`src/rtl/cnn_pkg.sv`:
```
// Shared constants, enums and arithmetic helpers for the CNN conv-layer sequencer.
package cnn_pkg;

    localparam int KSIZE  = 5;
    localparam int KSIZE2 = KSIZE * KSIZE;
    localparam int DATA_W = 16;
    localparam int ACC_W  = 32;
    localparam int ADDR_W = 16;

    typedef enum logic [1:0] {
        DMA_READ_WIN  = 2'd0,
        DMA_WRITE     = 2'd1,
        DMA_READ_FILT = 2'd2,
        DMA_READ_BIAS = 2'd3
    } dma_mode_e;

    typedef enum logic [3:0] {
        ST_IDLE, ST_LD_BIAS, ST_LD_FILT, ST_RD_WIN, ST_CONV,
        ST_NEXT_IM, ST_WRITE, ST_NEXT_POS, ST_DONE
    } seq_state_e;

    function automatic logic [ACC_W-1:0] sext(input logic [DATA_W-1:0] v);
        return {{(ACC_W-DATA_W){v[DATA_W-1]}}, v};
    endfunction

    // Clamp a signed accumulator into the 16-bit pixel range instead of wrapping.
    function automatic logic [DATA_W-1:0] sat16(input logic signed [ACC_W-1:0] v);
        if (v > 32'sd32767)  return 16'h7FFF;
        if (v < -32'sd32768) return 16'h8000;
        return v[DATA_W-1:0];
    endfunction

endpackage

```
`src/rtl/conv_layer_sequencer_if.sv`:
```
// DMA, filter-buffer bias and conv-unit signals shared between the sequencer and its datapath.
interface conv_layer_sequencer_if;
    import cnn_pkg::*;

    logic              dma_start;
    logic              dma_finish;
    logic [ADDR_W-1:0] dma_addr;
    logic [15:0]       dma_offset;
    logic [1:0]        dma_mode;
    logic [DATA_W-1:0] dma_wdata;
    logic [7:0]        bias_index;
    logic [DATA_W-1:0] bias_in;
    logic              conv_start;
    logic              conv_finish;
    logic [DATA_W-1:0] conv_result;

    modport master (
        output dma_start, dma_addr, dma_offset, dma_mode, dma_wdata, bias_index, conv_start,
        input  dma_finish, bias_in, conv_finish, conv_result
    );

    modport slave (
        input  dma_start, dma_addr, dma_offset, dma_mode, dma_wdata, bias_index, conv_start,
        output dma_finish, bias_in, conv_finish, conv_result
    );

endinterface

```
`src/rtl/conv_addr_gen.sv`:
```
// Combinational filter, window and output address generation for the conv-layer loop counters.
module conv_addr_gen
    import cnn_pkg::*;
(
    input  logic [7:0]        om,
    input  logic [7:0]        im,
    input  logic [7:0]        oy,
    input  logic [7:0]        ox,
    input  logic [7:0]        in_maps,
    input  logic [7:0]        in_size,
    input  logic [7:0]        out_size,
    input  logic [ADDR_W-1:0] img_base,
    input  logic [ADDR_W-1:0] out_base,
    input  logic [ADDR_W-1:0] filt_base,
    output logic [ADDR_W-1:0] filt_addr,
    output logic [ADDR_W-1:0] win_addr,
    output logic [ADDR_W-1:0] out_addr
);

    // Sums are formed at 32 bits and truncated; the layer layout is trusted to fit.
    assign filt_addr = ADDR_W'(32'(filt_base)
                     + (32'(om) * 32'(in_maps) + 32'(im)) * 32'(KSIZE2));

    assign win_addr  = ADDR_W'(32'(img_base)
                     + 32'(im) * 32'(in_size) * 32'(in_size)
                     + 32'(oy) * 32'(in_size) + 32'(ox));

    assign out_addr  = ADDR_W'(32'(out_base)
                     + 32'(om) * 32'(out_size) * 32'(out_size)
                     + 32'(oy) * 32'(out_size) + 32'(ox));

endmodule

```
`src/rtl/conv_layer_sequencer.sv`:
```
// Sequences one conv layer: per output pixel, loads filters and windows, runs the conv unit,
// accumulates over input maps, adds bias, saturates and writes the result through the DMA.
module conv_layer_sequencer
    import cnn_pkg::*;
(
    input  logic              clk,
    input  logic              reset,
    input  logic              start,
    input  logic [7:0]        cfg_in_maps,
    input  logic [7:0]        cfg_out_maps,
    input  logic [7:0]        cfg_in_size,
    input  logic [ADDR_W-1:0] cfg_img_base,
    input  logic [ADDR_W-1:0] cfg_out_base,
    input  logic [ADDR_W-1:0] cfg_filt_base,
    input  logic [ADDR_W-1:0] cfg_bias_base,
    conv_layer_sequencer_if.master bus,
    output logic              busy,
    output logic              finish,
    output logic              cfg_err
);

    localparam logic [3:0] S_IDLE     = ST_IDLE;
    localparam logic [3:0] S_LD_BIAS  = ST_LD_BIAS;
    localparam logic [3:0] S_LD_FILT  = ST_LD_FILT;
    localparam logic [3:0] S_RD_WIN   = ST_RD_WIN;
    localparam logic [3:0] S_CONV     = ST_CONV;
    localparam logic [3:0] S_NEXT_IM  = ST_NEXT_IM;
    localparam logic [3:0] S_WRITE    = ST_WRITE;
    localparam logic [3:0] S_NEXT_POS = ST_NEXT_POS;
    localparam logic [3:0] S_DONE     = ST_DONE;

    logic [3:0]              state;
    logic [7:0]              in_maps, out_maps, in_size, out_size;
    logic [7:0]              om, im, oy, ox;
    logic [ADDR_W-1:0]       img_base, out_base, filt_base, bias_base;
    logic [ADDR_W-1:0]       filt_addr, win_addr, out_addr;
    logic signed [ACC_W-1:0] acc;
    logic                    dma_start, conv_start;
    logic [ADDR_W-1:0]       dma_addr;
    logic [15:0]             dma_offset;
    logic [1:0]              dma_mode;
    logic [DATA_W-1:0]       dma_wdata;
    logic                    cfg_bad;

    assign cfg_bad = (cfg_in_maps == 8'd0) || (cfg_out_maps == 8'd0)
                  || (cfg_in_size < 8'(KSIZE));

    conv_addr_gen u_addr_gen (
        .om        (om),
        .im        (im),
        .oy        (oy),
        .ox        (ox),
        .in_maps   (in_maps),
        .in_size   (in_size),
        .out_size  (out_size),
        .img_base  (img_base),
        .out_base  (out_base),
        .filt_base (filt_base),
        .filt_addr (filt_addr),
        .win_addr  (win_addr),
        .out_addr  (out_addr)
    );

    assign bus.dma_start  = dma_start;
    assign bus.dma_addr   = dma_addr;
    assign bus.dma_offset = dma_offset;
    assign bus.dma_mode   = dma_mode;
    assign bus.dma_wdata  = dma_wdata;
    assign bus.conv_start = conv_start;
    assign bus.bias_index = om;

    // Each request state spends its first cycle with start low (re-arm), then raises start
    // together with registered operands and holds it until the matching finish is sampled.
    always_ff @(posedge clk) begin
        // NOTE: reset is synchronous, so it is the first branch of the clocked block, and every
        // register (counters, accumulator, outputs) is cleared so an abandoned layer leaves no residue.
        if (reset) begin
            state      <= S_IDLE;
            in_maps    <= '0;
            out_maps   <= '0;
            in_size    <= '0;
            out_size   <= '0;
            img_base   <= '0;
            out_base   <= '0;
            filt_base  <= '0;
            bias_base  <= '0;
            om         <= '0;
            im         <= '0;
            oy         <= '0;
            ox         <= '0;
            acc        <= '0;
            dma_start  <= 1'b0;
            dma_addr   <= '0;
            dma_offset <= '0;
            dma_mode   <= '0;
            dma_wdata  <= '0;
            conv_start <= 1'b0;
            busy       <= 1'b0;
            finish     <= 1'b0;
            cfg_err    <= 1'b0;
        end else begin
            case (state)
                S_IDLE: begin
                    if (start && !finish) begin
                        in_maps   <= cfg_in_maps;
                        out_maps  <= cfg_out_maps;
                        in_size   <= cfg_in_size;
                        out_size  <= cfg_in_size - 8'(KSIZE - 1);
                        img_base  <= cfg_img_base;
                        out_base  <= cfg_out_base;
                        filt_base <= cfg_filt_base;
                        bias_base <= cfg_bias_base;
                        om <= '0;
                        im <= '0;
                        oy <= '0;
                        ox <= '0;
                        if (cfg_bad) begin
                            cfg_err <= 1'b1;
                            finish  <= 1'b1;
                            state   <= S_DONE;
                        end else begin
                            busy  <= 1'b1;
                            state <= S_LD_BIAS;
                        end
                    end
                end
                S_LD_BIAS: begin
                    if (!dma_start) begin
                        dma_start  <= 1'b1;
                        dma_mode   <= DMA_READ_BIAS;
                        dma_addr   <= bias_base;
                        dma_offset <= 16'(out_maps);
                    end else if (bus.dma_finish) begin
                        dma_start <= 1'b0;
                        state     <= S_LD_FILT;
                    end
                end
                S_LD_FILT: begin
                    if (!dma_start) begin
                        dma_start  <= 1'b1;
                        dma_mode   <= DMA_READ_FILT;
                        dma_addr   <= filt_addr;
                        dma_offset <= '0;
                        if (im == 8'd0) acc <= sext(bus.bias_in);
                    end else if (bus.dma_finish) begin
                        dma_start <= 1'b0;
                        state     <= S_RD_WIN;
                    end
                end
                S_RD_WIN: begin
                    if (!dma_start) begin
                        dma_start  <= 1'b1;
                        dma_mode   <= DMA_READ_WIN;
                        dma_addr   <= win_addr;
                        dma_offset <= 16'(in_size);
                    end else if (bus.dma_finish) begin
                        dma_start <= 1'b0;
                        state     <= S_CONV;
                    end
                end
                S_CONV: begin
                    if (!conv_start) begin
                        conv_start <= 1'b1;
                    end else if (bus.conv_finish) begin
                        conv_start <= 1'b0;
                        acc        <= acc + sext(bus.conv_result);
                        state      <= S_NEXT_IM;
                    end
                end
                S_NEXT_IM: begin
                    if (im < in_maps - 8'd1) begin
                        im    <= im + 8'd1;
                        state <= S_LD_FILT;
                    end else begin
                        state <= S_WRITE;
                    end
                end
                S_WRITE: begin
                    if (!dma_start) begin
                        dma_start  <= 1'b1;
                        dma_mode   <= DMA_WRITE;
                        dma_addr   <= out_addr;
                        dma_offset <= '0;
                        dma_wdata  <= sat16(acc);
                    end else if (bus.dma_finish) begin
                        dma_start <= 1'b0;
                        state     <= S_NEXT_POS;
                    end
                end
                S_NEXT_POS: begin
                    im    <= '0;
                    state <= S_LD_FILT;
                    if (ox == out_size - 8'd1) begin
                        ox <= '0;
                        if (oy == out_size - 8'd1) begin
                            oy <= '0;
                            if (om == out_maps - 8'd1) begin
                                busy   <= 1'b0;
                                finish <= 1'b1;
                                state  <= S_DONE;
                            end else begin
                                om <= om + 8'd1;
                            end
                        end else begin
                            oy <= oy + 8'd1;
                        end
                    end else begin
                        ox <= ox + 8'd1;
                    end
                end
                S_DONE: begin
                    busy <= 1'b0;
                    if (!start) begin
                        finish  <= 1'b0;
                        cfg_err <= 1'b0;
                        state   <= S_IDLE;
                    end
                end
                default: state <= S_IDLE;
            endcase
        end
    end

endmodule

```
`src/flat_wrapper.sv`:
```
// flat-port wrapper written by rule: the top's interface ports become plain ports
module conv_layer_sequencer_flat import cnn_pkg::*;
  (clk, reset, start, cfg_in_maps, cfg_out_maps, cfg_in_size, cfg_img_base, cfg_out_base, cfg_filt_base, cfg_bias_base, busy, finish, cfg_err, bus_dma_start, bus_dma_addr, bus_dma_offset, bus_dma_mode, bus_dma_wdata, bus_bias_index, bus_conv_start, bus_dma_finish, bus_bias_in, bus_conv_finish, bus_conv_result);
  conv_layer_sequencer_if bus_i ();
  input  logic clk;
  input  logic reset;
  input  logic start;
  input  logic [7:0] cfg_in_maps;
  input  logic [7:0] cfg_out_maps;
  input  logic [7:0] cfg_in_size;
  input  logic [ADDR_W-1:0] cfg_img_base;
  input  logic [ADDR_W-1:0] cfg_out_base;
  input  logic [ADDR_W-1:0] cfg_filt_base;
  input  logic [ADDR_W-1:0] cfg_bias_base;
  output logic busy;
  output logic finish;
  output logic cfg_err;
  output wire logic [$bits(bus_i.dma_start)-1:0] bus_dma_start;
  output wire logic [$bits(bus_i.dma_addr)-1:0] bus_dma_addr;
  output wire logic [$bits(bus_i.dma_offset)-1:0] bus_dma_offset;
  output wire logic [$bits(bus_i.dma_mode)-1:0] bus_dma_mode;
  output wire logic [$bits(bus_i.dma_wdata)-1:0] bus_dma_wdata;
  output wire logic [$bits(bus_i.bias_index)-1:0] bus_bias_index;
  output wire logic [$bits(bus_i.conv_start)-1:0] bus_conv_start;
  input wire logic [$bits(bus_i.dma_finish)-1:0] bus_dma_finish;
  input wire logic [$bits(bus_i.bias_in)-1:0] bus_bias_in;
  input wire logic [$bits(bus_i.conv_finish)-1:0] bus_conv_finish;
  input wire logic [$bits(bus_i.conv_result)-1:0] bus_conv_result;
  assign bus_dma_start = bus_i.dma_start;
  assign bus_dma_addr = bus_i.dma_addr;
  assign bus_dma_offset = bus_i.dma_offset;
  assign bus_dma_mode = bus_i.dma_mode;
  assign bus_dma_wdata = bus_i.dma_wdata;
  assign bus_bias_index = bus_i.bias_index;
  assign bus_conv_start = bus_i.conv_start;
  assign bus_i.dma_finish = bus_dma_finish;
  assign bus_i.bias_in = bus_bias_in;
  assign bus_i.conv_finish = bus_conv_finish;
  assign bus_i.conv_result = bus_conv_result;
  conv_layer_sequencer u_core (.clk(clk), .reset(reset), .start(start), .cfg_in_maps(cfg_in_maps), .cfg_out_maps(cfg_out_maps), .cfg_in_size(cfg_in_size), .cfg_img_base(cfg_img_base), .cfg_out_base(cfg_out_base), .cfg_filt_base(cfg_filt_base), .cfg_bias_base(cfg_bias_base), .bus(bus_i), .busy(busy), .finish(finish), .cfg_err(cfg_err));
endmodule
```
`config.mk`:
```
export PLATFORM = sky130hd
export DESIGN_NAME = conv_layer_sequencer_flat
export DESIGN_NICKNAME = d
export VERILOG_FILES = /design/src/rtl/cnn_pkg.sv /design/src/rtl/conv_layer_sequencer_if.sv /design/src/rtl/conv_addr_gen.sv /design/src/rtl/conv_layer_sequencer.sv /design/src/flat_wrapper.sv
export SDC_FILE = /design/constraint.sdc
export NUM_CORES = 2
export LEC_CHECK = 0
export BUFFER_PORTS_ARGS = -buffer_cell sky130_fd_sc_hd__clkbuf_2
export CAP_MARGIN = 0
export CORE_MARGIN = 1.5
export CORE_UTILIZATION = 40
export DETAILED_ROUTE_END_ITERATION = 8
export PLACE_DENSITY_LB_ADDON = 0.15
export SKIP_CTS_REPAIR_TIMING = 1
export SKIP_LAST_GASP = 1
export SYNTH_ARGS = -nofsm -noshare
export SYNTH_HDL_FRONTEND = slang
export SYNTH_HIERARCHICAL = 1
export SYNTH_SLANG_ARGS = --single-unit
```
`constraint.sdc`:
```
create_clock -name clk -period 9.43 [get_ports clk]
set_input_delay 1.886 -clock clk [delete_from_list [all_inputs] [get_ports clk]]
set_output_delay 1.886 -clock clk [all_outputs]
set_load 0.01 [all_outputs]
```
==> run metrics <==
crit path max fanout=6; Cell Area, Synth=30100 sq um; initial antenna violation count=5; failing checks=negative setup slack; area growth from synthesis to layout=15.4%; Reg2Reg Depth=33; # clock sinks=209; WL met1=~42 mm; GRT Resource Usage Total=0.236; Final Hold Vio Count=0; number of routed nets with antenna violations=0; Initial Util=0.404; Max Clk Rate=105 MHz; via/cell ratio=5.07; max_slew headroom=0.264; Mapped Cells=around 3600; CP Capture Type=flip-flop; Setup WS pre-CTS=-682 ps; clk_lat worst skew=630 ps; unique cell type count in the Yosys netlist=slightly below 90; row cnt=100; FF-to-FF Start=u_core/bus.bias_index[3]$_SDFFE_PP0P_; htree depth=1; Max-cap violations=0; post-route minimum period=9540 ps; Iteration-0 DRC Markers=about 1500; Primary FF master, synth=dfxtp_1; CP Buf/Inv Count=4; Overflow after GRT=0; Slowest cell on crit path=fa_1; register bit total from synthesis=~210; Die ar.=a little under 80000 sq um; outcome=finished, violations left; Synth async-reset ratio=0; Core ar.=74400 sq um; final instance area=between 30000 and 40000 sq um; unrepaired setup endpoints after global routing=yes; Hold Slack=449 ps; Final GP Congestion=0.849; Die H=roughly 280 microns; final setup margin=-108 ps; Worst path most repeated cell=fa_1; WP data required=a little under 10000 ps; commonest non-fill, non-tap cell in the layout=nand2_1; final wirelength=between 80 and 90 mm; Worst-path clk slew=60 ps; R2R setup slack=-110 ps; Detail Route met3 WL=5.06 mm; CTS Buf Count=28; Slew Viols, Final=0; worst hold path depth=2; clock root buffer=clkbuf_16; Critical R2R Capture=u_core/bus.dma_addr[15]$_SDFFE_PP0P_; dpl cell area=~33000 sq um; wire per inst=~19 microns; number of port buffers=179; maximum number of pins on one net before global-route repair=115; Leak Pwr=0.0170 uW; CP Launch Type=flip-flop; most frequent cells in the layout=nand2_1 (588), inv_1 (580), fa_1 (414); yosys synthesis warning count=6; HP Class=flip-flop to flip-flop; CTS tree=done; final setup violation count=2; EDFF count, synth=0; clk_skew=50.8 ps; DRC violations left=0; Critical Path AT=approximately 10000 ps; Syn Area/Cell=8.45 sq um; Top Layer Used=met5; crit-path max cell delay=around 570 ps; hpwl dp=70.9 mm; # IOs=188; PwrDens=roughly 150 nW/um^2; post-synthesis sequential area ratio=0.139; Worst Hold Launch=u_core/bus.dma_wdata[1]$_SDFFE_PP0P_; Tcrit/Tclk final=1.01; CTS Buffer Depth=3; Crit Path Class=flip-flop to flip-flop; Worst IR Drop VDD=0.162 mV; first-pass GRT wire length=about 140 mm; Post-layout nets=4692; Initial DRT Pass Iterations=5; Die X=about 280 microns; DR vias=24400; fraction of layout cells with a size suffix above 1=0.149; Finished Layout Cells=4824; WHS Endpoint=u_core/bus.dma_wdata[1]$_SDFFE_PP0P_; Tot Pwr=5150 uW; number of global-route vias before repair=between 20000 and 25000; Worst Max-Slew Pin Slew=between 1000 and 1500 ps; Cells after DPL=4765; met2 wire len=40.9 mm; Top delay family on crit path=adder cells
-- Yosys cell counts, drive strengths merged (23+ instances only) --
cell    count  area (sq um)
fa        421          8430
clkbuf    146           578
nand3      29           145
ha        312          3900
o21ai      72           364
nor3       68           350
a21oi     209          1060
xnor2     120          1060
and2      218          1370
and3       25           156
dfxtp     209          4180
a21o       23           173
inv       586          2200
nor2      149           559
nand2     590          2210
xor2       48           420
-- worst max-delay path by stage --
stage / start / to / depth (start not counted)
after floorplan: u_core/in_size[2]$_SDFFE_PP0P_ / u_core/bus.dma_addr[15]$_SDFFE_PP0P_ / 36
after global placement: u_core/im[5]$_SDFFE_PP0P_ / u_core/bus.dma_addr[15]$_SDFFE_PP0P_ / 39
after detailed placement: u_core/im[5]$_SDFFE_PP0P_ / u_core/bus.dma_addr[15]$_SDFFE_PP0P_ / 39
after CTS: u_core/im[3]$_SDFFE_PP0P_ / u_core/bus.dma_addr[15]$_SDFFE_PP0P_ / 39
after global routing: u_core/bus.bias_index[0]$_SDFFE_PP0P_ / u_core/bus.dma_addr[15]$_SDFFE_PP0P_ / 35
final: u_core/bus.bias_index[3]$_SDFFE_PP0P_ / u_core/bus.dma_addr[15]$_SDFFE_PP0P_ / 33
-- registers in the layout (all words and copies together) (netlist names), 4 cells and up --
signal                 cells
u_core/bus.dma_offset      8
u_core/im                  8
u_core/img_base           16
u_core/out_base           16
u_core/out_size            6
u_core/in_size             8
u_core/ox                  8
u_core/acc                32
u_core/in_maps             8
u_core/state               4
u_core/out_maps            8
u_core/bus.bias_index      8
u_core/oy                  8
u_core/filt_base          16
u_core/bus.dma_wdata      16
u_core/bus.dma_addr       16
u_core/bias_base          16
-- worst register-to-register path: cells and delay by family, from the launching register on --
kind / cells / cell delay (ps)
fa+ha+maj: 12 / 5840
compound gates: 10 / 1550
xor+xnor: 3 / 810
buf+inv: 4 / 400
simple gates: 4 / 370
flops: 1 / 370
-- layer usage --
metal	global-route usage	up-vias
met5	0	-
met4	0.0362	8
met3	0.0355	97
met2	0.381	596
met1	0.339	11900
li1	-	11800
-- cell families (layout without fill, tap and decap cells) --
family                   count (synthesis)  count (layout)  synth area share
buffers and inverters                  749            1033            0.0967
AO/OA/AOI/OAI                          484             484             0.103
flip-flops                             209             209             0.139
XOR/XNOR                               183             183            0.0607
multiplexers                            21              21           0.00761
other                                    1               9          0.000125
AND/OR/NAND/NOR                       1183            1183             0.184
adder cells (fa/ha/maj)                733             733             0.410
-- stage by stage --
step / TNS (ps) / util
after floorplan: 0 / -
after global placement: -965 / 0.446
after detailed placement: -1480 / 0.446
after CTS: -1440 / 0.459
after global routing: -1320 / 0.467
final: -160 / 0.467
-- area by class of cell --
class | instances | area (sq um)
clock buffer | 39 | 772
inverter | 586 | 2200
timing repair buffer | 397 | 2580
fill | 7448 | 39700
clock inverter | 11 | 215
multi-input combinational | 2612 | 23500
sequential | 209 | 4210
antenna | 1 | 2.50
tap | 969 | 1210
-- power breakdown --
part,internal [uW],switching [uW],total (uW)
clock network,708,467,1180
logic,997,1680,2680
registers,1080,222,1300
total,2780,2370,5150
Power figures use the tool's default switching activity.
